## src/rtl/atmega_eep_pkg.sv

```systemverilog
// Shared constants and state encoding for the EEPROM external-port transfer engine.
package atmega_eep_pkg;

    localparam int unsigned EEP_ADDR_LEN = 17;
    localparam int unsigned EEP_DATA_W   = 8;

    typedef enum logic [2:0] {
        ST_IDLE  = 3'd0,
        ST_L_ACC = 3'd1,
        ST_L_WR  = 3'd2,
        ST_D_SET = 3'd3,
        ST_D_CAP = 3'd4,
        ST_D_OUT = 3'd5,
        ST_FIN   = 3'd6
    } state_e;

endpackage

```

## src/rtl/atmega_eep_sync.sv

```systemverilog
// Bulk load/dump engine on the EEPROM external port: streams a whole image
// in from a byte source or out to a byte sink, one address at a time.
module atmega_eep_sync
    import atmega_eep_pkg::state_e,
           atmega_eep_pkg::ST_IDLE,
           atmega_eep_pkg::ST_L_ACC,
           atmega_eep_pkg::ST_L_WR,
           atmega_eep_pkg::ST_D_SET,
           atmega_eep_pkg::ST_D_CAP,
           atmega_eep_pkg::ST_D_OUT,
           atmega_eep_pkg::ST_FIN,
           atmega_eep_pkg::EEP_DATA_W;
#(
    parameter int unsigned EEP_SIZE     = 512,
    parameter int unsigned EEP_ADDR_LEN = atmega_eep_pkg::EEP_ADDR_LEN
) (
    input  logic                    clk,
    input  logic                    rst,
    input  logic                    load_start,
    input  logic                    dump_start,
    input  logic                    abort,
    input  logic [EEP_DATA_W-1:0]   load_data,
    input  logic                    load_valid,
    output logic                    load_ready,
    output logic [EEP_DATA_W-1:0]   dump_data,
    output logic                    dump_valid,
    input  logic                    dump_ready,
    output logic [EEP_ADDR_LEN-1:0] eep_addr,
    output logic [EEP_DATA_W-1:0]   eep_wdata,
    output logic                    eep_wr,
    output logic                    eep_rd,
    output logic                    eep_en,
    input  logic [EEP_DATA_W-1:0]   eep_rdata,
    output logic                    busy,
    output logic                    done
);

    localparam logic [EEP_ADDR_LEN-1:0] ADDR_LAST = EEP_ADDR_LEN'(EEP_SIZE - 1);
    localparam logic [EEP_ADDR_LEN-1:0] ADDR_ONE  = EEP_ADDR_LEN'(1);

    state_e                  state_q, state_d;
    logic [EEP_ADDR_LEN-1:0] addr_q, addr_d;
    logic [EEP_DATA_W-1:0]   wdata_q, wdata_d;
    logic [EEP_DATA_W-1:0]   ddata_q, ddata_d;
    logic                    load_ready_q, load_ready_d;
    logic                    dump_valid_q, dump_valid_d;
    logic                    eep_wr_q, eep_wr_d;
    logic                    eep_rd_q, eep_rd_d;
    logic                    busy_q, busy_d;
    logic                    done_q, done_d;

    // Next state, address counter, data latches and next-cycle output values.
    // Handshakes are taken from the registered ready/valid (implied by the
    // state), so load_valid/dump_ready only ever steer registers.
    always_comb begin
        state_d = state_q;
        addr_d  = addr_q;
        wdata_d = wdata_q;
        ddata_d = ddata_q;

        if (abort && state_q != ST_IDLE) begin
            state_d = ST_IDLE;
        end else begin
            unique case (state_q)
                ST_IDLE: begin
                    if (load_start) begin
                        state_d = ST_L_ACC;
                        addr_d  = '0;
                    end else if (dump_start) begin
                        state_d = ST_D_SET;
                        addr_d  = '0;
                    end
                end
                ST_L_ACC: begin
                    if (load_valid) begin
                        wdata_d = load_data;
                        state_d = ST_L_WR;
                    end
                end
                ST_L_WR: begin
                    if (addr_q == ADDR_LAST) begin
                        state_d = ST_FIN;
                    end else begin
                        addr_d  = addr_q + ADDR_ONE;
                        state_d = ST_L_ACC;
                    end
                end
                ST_D_SET: state_d = ST_D_CAP;
                ST_D_CAP: begin
                    ddata_d = eep_rdata;
                    state_d = ST_D_OUT;
                end
                ST_D_OUT: begin
                    if (dump_ready) begin
                        if (addr_q == ADDR_LAST) begin
                            state_d = ST_FIN;
                        end else begin
                            addr_d  = addr_q + ADDR_ONE;
                            state_d = ST_D_SET;
                        end
                    end
                end
                ST_FIN:  state_d = ST_IDLE;
                default: state_d = ST_IDLE;
            endcase
        end

        load_ready_d = (state_d == ST_L_ACC);
        eep_wr_d     = (state_d == ST_L_WR);
        eep_rd_d     = (state_d == ST_D_SET) || (state_d == ST_D_CAP);
        dump_valid_d = (state_d == ST_D_OUT);
        done_d       = (state_d == ST_FIN);
        busy_d       = (state_d != ST_IDLE);
    end

    // State, counter and output registers; reset returns everything to zero.
    always_ff @(posedge clk) begin
        if (rst) begin
            state_q      <= ST_IDLE;
            addr_q       <= '0;
            wdata_q      <= '0;
            ddata_q      <= '0;
            load_ready_q <= 1'b0;
            dump_valid_q <= 1'b0;
            eep_wr_q     <= 1'b0;
            eep_rd_q     <= 1'b0;
            busy_q       <= 1'b0;
            done_q       <= 1'b0;
        end else begin
            state_q      <= state_d;
            addr_q       <= addr_d;
            wdata_q      <= wdata_d;
            ddata_q      <= ddata_d;
            load_ready_q <= load_ready_d;
            dump_valid_q <= dump_valid_d;
            eep_wr_q     <= eep_wr_d;
            eep_rd_q     <= eep_rd_d;
            busy_q       <= busy_d;
            done_q       <= done_d;
        end
    end

    assign load_ready = load_ready_q;
    assign dump_valid = dump_valid_q;
    assign dump_data  = ddata_q;
    assign eep_addr   = addr_q;
    assign eep_wdata  = wdata_q;
    assign eep_wr     = eep_wr_q;
    assign eep_rd     = eep_rd_q;
    assign eep_en     = busy_q;
    assign busy       = busy_q;
    assign done       = done_q;

endmodule

```

## config.mk

```make
export PLATFORM = sky130hd
export DESIGN_NAME = atmega_eep_sync
export DESIGN_NICKNAME = d
export VERILOG_FILES = /design/src/rtl/atmega_eep_pkg.sv /design/src/rtl/atmega_eep_sync.sv
export SDC_FILE = /design/constraint.sdc
export NUM_CORES = 1
export LEC_CHECK = 0
export ABC_CLOCK_PERIOD_IN_PS = 2700
export CAP_MARGIN = 20
export CORE_AREA = 2 2 73 68
export CTS_BUF_LIST = sky130_fd_sc_hd__clkbuf_4
export CTS_CLUSTER_DIAMETER = 30
export CTS_CLUSTER_SIZE = 12
export DETAILED_ROUTE_END_ITERATION = 10
export DIE_AREA = 0 0 75 70
export HOLD_SLACK_MARGIN = 0.02
export PLACE_DENSITY = 0.86
export SYNTH_ARGS = -nofsm -noshare
export SYNTH_HDL_FRONTEND = slang
export SYNTH_SLANG_ARGS = --single-unit
```

## constraint.sdc

```tcl
create_clock -name clk -period 2.7 [get_ports clk]
set_input_delay 0.27 -clock clk [delete_from_list [all_inputs] [get_ports clk]]
set_output_delay 0.27 -clock clk [all_outputs]
set_load 0.02 [all_outputs]
```

==> results of run 1 <==
==> power breakdown <==
part / switching, mW / internal [mW]
clock: 0.203 / 0.206
combinational: 0.125 / 0.106
sequential: 0.0194 / 0.639
==> logic make-up (layout without fill, tap and decap cells) <==
family / Yosys count / after routing / synth area share (%)
flip-flops: 42 / 42 / 40.6
AND/OR/NAND/NOR: 109 / 109 / 26.2
adder cells (fa/ha/maj): 1 / 1 / 0.604
AO/OA/AOI/OAI: 65 / 65 / 22.6
multiplexers: 10 / 10 / 4.89
buffers and inverters: 21 / 82 / 5.14
==> registers in the layout, indices dropped and copies added, names as in the netlist <==
name and flops:
done 1, eep_wdata 8, eep_wr 1, dump_valid 1, eep_addr 17, eep_rd 1, state_q 3, busy 1
dump_data 8, load_ready 1
==> worst max-delay path, cell delays in order, from the launching register on <==
cell,delay (ns)
dfxtp_1,0.48
nand4_1,0.35
or2_0,0.48
o311ai_1,0.60
o21a_1,0.23
o21ai_0,0.10
==> cell usage in the layout, fill, tap and decap left out, types with 2 or more instances in the layout <==
cell and n:
clkdlybuf4s50_1 62, dfxtp_1 42, nand2_1 35, nor2_1 31, a21oi_1 21, mux2i_1 9, o31ai_1 9, or4_1 8
inv_1 7, clkbuf_4 6, nand3_1 5, a31oi_1 5, buf_4 5, nand4_1 4, o21ai_0 4, o2111ai_1 4
nor3_1 3, nor4_1 3, a41o_1 3, or3_1 2, o21ai_1 2, nor4b_1 2, nor2b_1 2, and3b_1 2
nand2b_1 2, o311ai_1 2
==> metal layers <==
metal / part of all wire, % / GRT usage, %
met3: 5.0 / 4.47
met1: 46 / 30.0
met5: 0 / 0
met4: 0.34 / 5.36
met2: 49 / 29.4
==> worst max path at each step <==
| stage | start | to | slack, ns | cells past startpoint |
|---|---|---|---|---|
| floorplan | eep_addr[3] | eep_addr[0] | 0.64 | 6 |
| global placement | abort | eep_addr[6] | 0.27 | 6 |
| finish | eep_addr[3] | eep_addr[0] | 0.37 | 5 |
| global route | eep_addr[3] | eep_addr[15] | 0.17 | 5 |
| CTS | eep_addr[3] | eep_addr[15] | 0.44 | 5 |
| detailed placement | abort | eep_addr[13] | 0.19 | 6 |
==> area by class of cell <==
cell class	count	area [um^2]	share of cell area [%]
flip-flops and latches	42	841	29.9
clock buffers	6	45.0	1.60
multi-input cells	185	1120	39.9
clock inverters	2	37.5	1.33
inverters	7	26.3	0.934
repair buffers	67	658	23.4
well taps	65	81.3	2.89
==> per-stage QoR <==
step	instance area (um^2)	setup slack (ns)	hold WS (ns)	cells
floorplan	2070	0.641	0.406	248
global placement	2730	0.274	0.441	366
detailed placement	2730	0.195	0.446	366
CTS	2810	0.443	0.437	374
global route	2810	0.174	0.444	374
finish	2810	0.374	0.455	374
==> results.yml, run 1 <==
run:
  drv_cap: 0
clock_tree:
  path_clk_slew_ns: 0.13
  cts_buffers: 5
  ctsRootBufferMaster: "clkbuf_4"
  cts_resized: 0
  postCtsHoldBufs: 0
  cts.sinks: 42
  insertion_delay_ns: 0.34
  cts_max_level: 2
  post_cts_buffers: 0
  cts_tree: "yes"
  clk_path_buf_depth: 2
placed_design:
  dpl.hpwl_um: 3860
  routabilityCongestion: 0.861
  io_buffers: 62
yosys:
  yosysTopAreaCell: "dfxtp_1"
  syn-num-nets: 272
  ys_types: 55
  synth_top_area_share_pct: 40.6
  syn_area_um2: 2070
  synth_area_per_cell_um2: 8.35
  synth_warnings: 0
  yosysMostFrequentCell: "dfxtp_1"
  synth-edff-count: 0
  synth_common_cells: "dfxtp_1 (42), nand2_1 (35), nor2_1 (31)"
  synth-seq-area-share_pct: 40.6
  synthCells: 248
  synthFlopType: "dfxtp_1"
  yosys_register_bits: 42
  netlist_top_cells_area: "dfxtp_1 (41%), nand2_1 (6.3%), nor2_1 (5.6%), a21oi_1 (5.1%), mux2i_1 (4.4%)"
  ys_async_sr_fraction_pct: 0
worst_hold_path:
  hp-class: "in2reg"
  min_from: "eep_rdata[6]"
  whs_endpoint: "dump_data[6]"
  min_path_cells: 3
floorplan:
  io_pins: 63
  start_util_pct: 45.1
  die_h_um: 70
  die_w_um: 75
  fp-row-count: 24
  design.core.area_um2: 4590
  die_area_um2: 5250
route:
  firstDrtPassIters: 4
  wl_um: 5240
  drt_iter0_drc: 174
  num_vias: 2062
  drc: 0
  routed_via_density: 5.51
  wire_per_inst_um: 14.0
  ant_nets: 0
sta:
  fin_tns_setup_ns: 0
  worst_slew_pin_slew_ns: 0.704
  finalHoldViolations: 0
  setup_violations: 0
  maxSlewViolCount: 0
  fmax_mhz: 430
  min_period_over_period_pct: 86.2
  clock_skew_ns: 0.00682
  finalCriticalPeriod_ns: 2.33
  slew_headroom_pct: 52.5
  rsz0062_at_grt: "no"
critical_path:
  reg2regPathDepth: 5
  critPathCaptureType: "register"
  r2r-start: "eep_addr[3]"
  critPathKind: "reg2reg"
  path_max_fanout: 8
  crit_required_ns: 2.93
  arrival_ns: 2.56
  r2r_end: "eep_addr[0]"
  rrSetupSlack_ns: 0.37
  cp-start-kind: "register"
final_layout:
  final_nets: 332
  syn2layout_area_growth_pct: 35.8
  num-fill-cells: 399
  diodes: 0
  final_util_pct: 61.2
  drive_gt1_share_pct: 6.15
global_route:
  grt_max_degree: 21
  grt_pass1_wl_um: 8480
  grt_usage_pct: 20.2
  antenna_found_initial: 0
  overflow: 0
  grt_pass1_vias: 1795
pwr:
  p_leak_nw: 0.996
  peakVddDrop_mv: 0.325
  p_per_area_nw_per_um2: 461
  power_mw: 1.30
outcome:
  outcome: "finished clean"
Note: power is estimated with default switching activity, not from simulation.
==> run 2: changes to the inputs <==
ABC_AREA = 1   (was unset)
CORE_AREA = 2 2 74 69   (was 2 2 73 68)
DIE_AREA = 0 0 76 71   (was 0 0 75 70)
==> run 2 against run 1 <==
Critical path type unchanged. Count of clock-buffer cells in the layout decreased by 1. Via count increased by 7.5%. Maximum frequency increased by 16%. Highest routed layer unchanged. Clock skew increased by 0.0088 ns. Largest cell class unchanged. Largest power group unchanged.
==> results.yml, run 2 <==
global_route:
  grt_use_met2_pct: 32.7
  grt_pass1_wl_um: 8670
  overflow: 0
  grt_usage_pct: 19.5
  use_met1_pct: 24.0
  met3_usage_pct: 7.02
  grt-busiest-layer: "met2"
  antenna_found_initial: 0
  grt_max_degree: 26
  grt_pass1_vias: 2001
sta:
  setup_violations: 0
  slew_headroom_pct: 70.5
  clock_skew_ns: 0.0157
  fin_tns_setup_ns: 0
  worst_slew_pin_slew_ns: 0.438
  maxSlewViolCount: 0
  finalCriticalPeriod_ns: 2.00
  min_period_over_period_pct: 74.1
  rsz0062_at_grt: "no"
  finalHoldViolations: 0
  layout_setup_ws_ns: 0.701
  fmax_mhz: 500
final_layout:
  num-fill-cells: 407
  layout_common_cells: "nand2_1 (73), nor2_1 (63), clkdlybuf4s50_1 (62)"
  diodes: 0
  largest_reg_flops: 17
  final_nets: 401
  layout_commonest_cell: "nand2_1"
  drive_gt1_share_pct: 7.94
  syn2layout_area_growth_pct: 33.6
clock_tree:
  cts_max_level: 2
  ctsRootBufferMaster: "clkbuf_4"
  cts_buffers: 5
  cts.sinks: 42
  cts_resized: 0
  path_clk_slew_ns: 0.15
  insertion_delay_ns: 0.37
  clk_path_buf_depth: 2
  post_cts_buffers: 0
  cts_tree: "yes"
  postCtsHoldBufs: 0
floorplan:
  start_util_pct: 46.5
  io_pins: 63
  die_h_um: 71
  die_area_um2: 5400
  die_w_um: 76
  design.core.area_um2: 4650
  fp-row-count: 24
worst_hold_path:
  hp-class: "in2reg"
  min_path_cells: 3
  whs_endpoint: "dump_data[5]"
  min_from: "eep_rdata[5]"
route:
  drc: 0
  routed_via_density: 5.00
  wire_per_inst_um: 11.6
  drt_iter0_drc: 156
  firstDrtPassIters: 4
  num_vias: 2217
  ant_nets: 0
  wl_um: 5120
yosys:
  ys_types: 29
  syn-num-nets: 339
  synthCells: 315
  yosys_register_bits: 42
  synth-seq-area-share_pct: 38.9
  synth_top_area_share_pct: 38.9
  synth-edff-count: 0
  synth-compound-area-share_pct: 9.49
  synth_top_family_by_area: "simple AND/OR/NAND/NOR gates"
  yosysTopAreaCell: "dfxtp_1"
  synth-adder-area-share_pct: 0.579
  synthSimpleGateAreaFrac_pct: 39.2
  synth_warnings: 0
  syn_area_um2: 2160
  ys_async_sr_fraction_pct: 0
  synth.mux.area_fraction_pct: 0
  synth_area_per_cell_um2: 6.86
  synth_common_cells: "nand2_1 (73), nor2_1 (63), dfxtp_1 (42)"
  synth_xor_area_share_pct: 4.46
  yosysMostFrequentCell: "nand2_1"
  synthFlopType: "dfxtp_1"
  netlist_top_cells_area: "dfxtp_1 (39%), nand2_1 (13%), nor2_1 (11%), a21oi_1 (5.3%), nand3_1 (5.3%)"
pwr:
  p_int_mw: 0.923
  p_per_area_nw_per_um2: 499
  clockPowerShare_pct: 24.2
  combinationalPowerShare_pct: 28.8
  p_sw_share_pct: 36.0
  p_leak_nw: 1.07
  p_seq_share_pct: 47.0
  netSwitchingPower_mw: 0.520
  peakVddDrop_mv: 0.362
critical_path:
  critPathCaptureType: "register"
  cp-start-kind: "register"
  critPathKind: "reg2reg"
  reg2regPathDepth: 9
  path_max_fanout: 18
  arrival_ns: 2.31
  r2r_end: "eep_addr[16]"
  r2r-start: "eep_addr[0]"
  crit_required_ns: 3.02
  rrSetupSlack_ns: 0.70
placed_design:
  post-place-ws_ns: 0.718
  io_buffers: 62
  routabilityCongestion: 0.915
  dpl.hpwl_um: 3840
outcome:
  outcome: "finished clean"
run:
  drv_cap: 0
## run 2: changes by cell type in the layout (fill, tap and decap cells not counted), moves of 11 or more
| cell | change |
|---|---|
| nand3_1 | +18 |
| nand2_1 | +38 |
| inv_1 | +14 |
| nor2_1 | +32 |
| xor2_1 | +11 |
## run 2: metrics by stage
stage / utilization [%] / hold slack [ns] / instance area (um^2) / std cells / total power [mW]
after detailed placement: 60.7 / 0.456 / 2830 / 435 / 1.11
final: 62.1 / 0.453 / 2890 / 443 / 1.44
after global routing: 62.1 / 0.453 / 2890 / 443 / 1.52
after global placement: 60.7 / 0.449 / 2830 / 435 / 1.09
after floorplan: - / 0.437 / 2160 / 315 / 0.987
after CTS: 62.1 / 0.447 / 2890 / 443 / 1.45
## run 2: final cells by class
type / instances / area (um^2) / share of cell area (%)
well taps: 65 / 81.3 / 2.82
clock inverters: 3 / 26.3 / 0.909
flip-flops and latches: 42 / 841 / 29.1
clock buffers: 5 / 37.5 / 1.30
multi-input cells: 236 / 1160 / 40.2
inverters: 28 / 105 / 3.64
repair buffers: 64 / 636 / 22.0
## run 2: routing by layer
| metal | part of all wire, % | vias up | wire length [um] |
|---|---|---|---|
| met3 | 10 | 5 | 510 |
| met1 | 44 | 1000 | 2240 |
| met2 | 45 | 80 | 2330 |
| li1 | - | 1132 | - |
| met5 | 0 | - | 0 |
| met4 | 0.78 | 0 | 40 |
## run 2: cell families (layout without fill, tap and decap cells)
logic type,Yosys count,count (layout)
buf+inv,37,100
flops,42,42
fa+ha+maj,1,1
simple gates,184,184
compound gates,40,40
xor+xnor,11,11
## run 2: critical path, stage by stage (launching register included)
cell and delay, ns:
dfxtp_1 0.44, ha_1 0.22, nand2_1 0.14, nor3_4 0.40, nand3_4 0.15, nand2_4 0.22, inv_2 0.15, nor2_1 0.11
nor2_1 0.04, nor2_1 0.07
## run 2: worst max path at each step
stage,start,to,cells past startpoint
2_1_floorplan,eep_addr[1],eep_addr[11],9
3_3_place_gp,abort,eep_addr[16],9
3_5_place_dp,eep_addr[0],eep_addr[16],9
4_1_cts,eep_addr[0],eep_addr[16],9
5_1_grt,eep_addr[0],eep_addr[16],9
6_report,eep_addr[0],eep_addr[16],9
## run 2: power groups by stage
stage / Sequential, mW / Combinational (mW) / Clock [mW]
2_1_floorplan: 0.725 / 0.262 / 0
3_3_place_gp: 0.689 / 0.405 / 0
3_5_place_dp: 0.692 / 0.415 / 0
4_1_cts: 0.678 / 0.417 / 0.357
5_1_grt: 0.683 / 0.455 / 0.383
6_report: 0.678 / 0.416 / 0.349
==> run 3: changes to the inputs <==
ABC_CLOCK_PERIOD_IN_PS = 1640   (was 2700)
CORE_AREA = 2 2 77 72   (was 2 2 74 69)
DIE_AREA = 0 0 79 74   (was 0 0 76 71)
PLACE_DENSITY = 0.84   (was 0.86)
clock period = 1.64 ns   (was 2.7 ns; I/O delays follow)
==> run 3 against run 2 <==
Critical path depth increased by 1. Sequential share of layout area decreased by 2.9 points. First-iteration DRC count is 11% higher. Global-route usage rose by 0.41 points. Sequential cell count did not move. Register-to-register slack got worse by 0.66 ns. Largest cell class unchanged. Critical endpoint is now eep_rd. Setup slack lost 0.66 ns. Utilization is 2.6 points higher. Maximum frequency is 25% higher. Cell area is 14% higher.
==> results.yml, run 3 (synthesis results as in run 2) <==
sta:
  min_period_over_period_pct: 97.4
  fmax_mhz: 626
  clock_skew_ns: 0.0153
  finalCriticalPeriod_ns: 1.60
  layout_setup_ws_ns: 0.0431
  worst_slew_pin_slew_ns: 0.318
  rsz0062_at_grt: "yes"
  maxSlewViolCount: 0
  slew_headroom_pct: 78.6
  finalHoldViolations: 0
  setup_violations: 0
route:
  wl_met2_um: 2950
  drc: 0
  num_vias: 2348
  met3_length_um: 365
  routed_via_density: 4.93
  wire_per_inst_um: 12.7
  wl_um: 6030
  drt_iter0_drc: 173
  top_layer_used: "met4"
  wl_met1_um: 2680
  ant_nets: 0
  firstDrtPassIters: 4
pwr:
  p_int_mw: 1.58
  p_leak_nw: 1.51
  power_mw: 2.48
  p_sw_share_pct: 36.1
  netSwitchingPower_mw: 0.894
  p_per_area_nw_per_um2: 756
  clockPowerShare_pct: 20.7
  p_seq_share_pct: 45.3
  combinationalPowerShare_pct: 34.1
  peakVddDrop_mv: 0.652
clock_tree:
  clk_path_buf_depth: 2
  cts_tree: "yes"
  cts_buffers: 5
  insertion_delay_ns: 0.35
  ctsRootBufferMaster: "clkbuf_4"
  path_clk_slew_ns: 0.14
  cts_max_level: 2
  cts.sinks: 42
final_layout:
  syn2layout_area_growth_pct: 51.7
  layout.cells.non_filler: 476
  largest_reg_flops: 17
  drive_gt1_share_pct: 22.0
  layout_common_cells: "nand2_1 (65), nor2_1 (57), clkdlybuf4s50_1 (48)"
  final_nets: 432
  layout_commonest_cell: "nand2_1"
  final_area_um2: 3280
  diodes: 0
outcome:
  outcome: "finished clean"
floorplan:
  io_pins: 63
  design.core.area_um2: 5070
  fp-row-count: 25
  die_w_um: 79
  die_area_um2: 5850
  die_h_um: 74
  start_util_pct: 42.7
critical_path:
  crit_required_ns: 1.94
  rrSetupSlack_ns: 0.04
  arrival_ns: 1.90
  critPathKind: "reg2reg"
  cp-start-kind: "register"
  critPathCaptureType: "register"
  path_max_fanout: 5
global_route:
  grt_pass1_wl_um: 9260
  grt_usage_pct: 19.9
  grt_pass1_vias: 2086
  overflow: 0
  grt_max_degree: 26
  antenna_found_initial: 0
placed_design:
  routabilityCongestion: 0.883
  post-place-ws_ns: 0.0202
  io_buffers: 62
  dp.cells: 462
  placed_cell_area_um2: 3030
  dpl.hpwl_um: 4270
run:
  drv_cap: 0
worst_hold_path:
  hp-class: "in2reg"
run 3: cell count changes in the layout (fill, tap and decap cells not counted), moves of 3 or more:
| cell | change |
|---|---|
| nand2_2 | +6 |
| buf_4 | +29 |
| clkdlybuf4s50_1 | -14 |
| nor2_4 | +3 |
| nand2_1 | -8 |
| dlymetal6s2s_1 | +14 |
| nor2_1 | -6 |
| nor2_2 | +3 |
| dfxtp_1 | -10 |
| dfxtp_2 | +8 |
run 3: per-stage QoR:
stage	utilization, %	hold WS, ns	setup TNS (ns)
after floorplan	-	0.331	0
after global placement	59.9	0.447	0
after detailed placement	59.9	0.457	0
after CTS	60.9	0.370	0
after global routing	64.7	0.357	-0.314
final	64.7	0.378	0
run 3: layer usage:
layer | global-route usage (%) | vias up
li1 | - | 1195
met1 | 25.9 | 1073
met2 | 32.7 | 78
met3 | 4.00 | 2
met4 | 8.43 | 0
met5 | 0 | -
run 3: path summary, 6_finish.rpt:
path / startpoint / end / cells past startpoint
hold reg to reg: dump_data[1] / dump_data[1] / 2
setup reg to reg: eep_addr[1] / eep_rd / 10
hold / removal: eep_rdata[4] / dump_data[4] / 3
setup / recovery: eep_addr[1] / eep_rd / 10
run 3: power by group through the flow:
stage	Sequential, mW	Combinational [mW]	Clock, mW
floorplan	1.19	0.431	0
CTS	1.11	0.760	0.524
detailed placement	1.14	0.756	0
finish	1.12	0.844	0.512
global placement	1.13	0.744	0
global route	1.13	0.919	0.568
run 3: what timing repair did:
action,4_1_cts,5_1_grt
endpoints found under the setup margin,0,43
buffers inserted,0,6
hold buffers,0,0
gates resized for setup,0,48
run 3: layout make-up:
class                   count  area [um^2]
fillers                   444         1790
flip-flops and latches     42          858
multi-input cells         236         1260
repair buffers             95          911
well taps                  67         83.8
clock inverters             3         16.3
clock buffers               5         37.5
inverters                  28          116
run 3: worst max-delay path: stages, from the launching register on:
cell and delay, ns:
dfxtp_4 0.38, ha_4 0.15, nand2_4 0.06, nor3_4 0.25
buf_6 0.16, nand2_2 0.06, nand2_1 0.07, nand2_1 0.09
nand2_4 0.10, nand3_4 0.11, o21ai_2 0.14
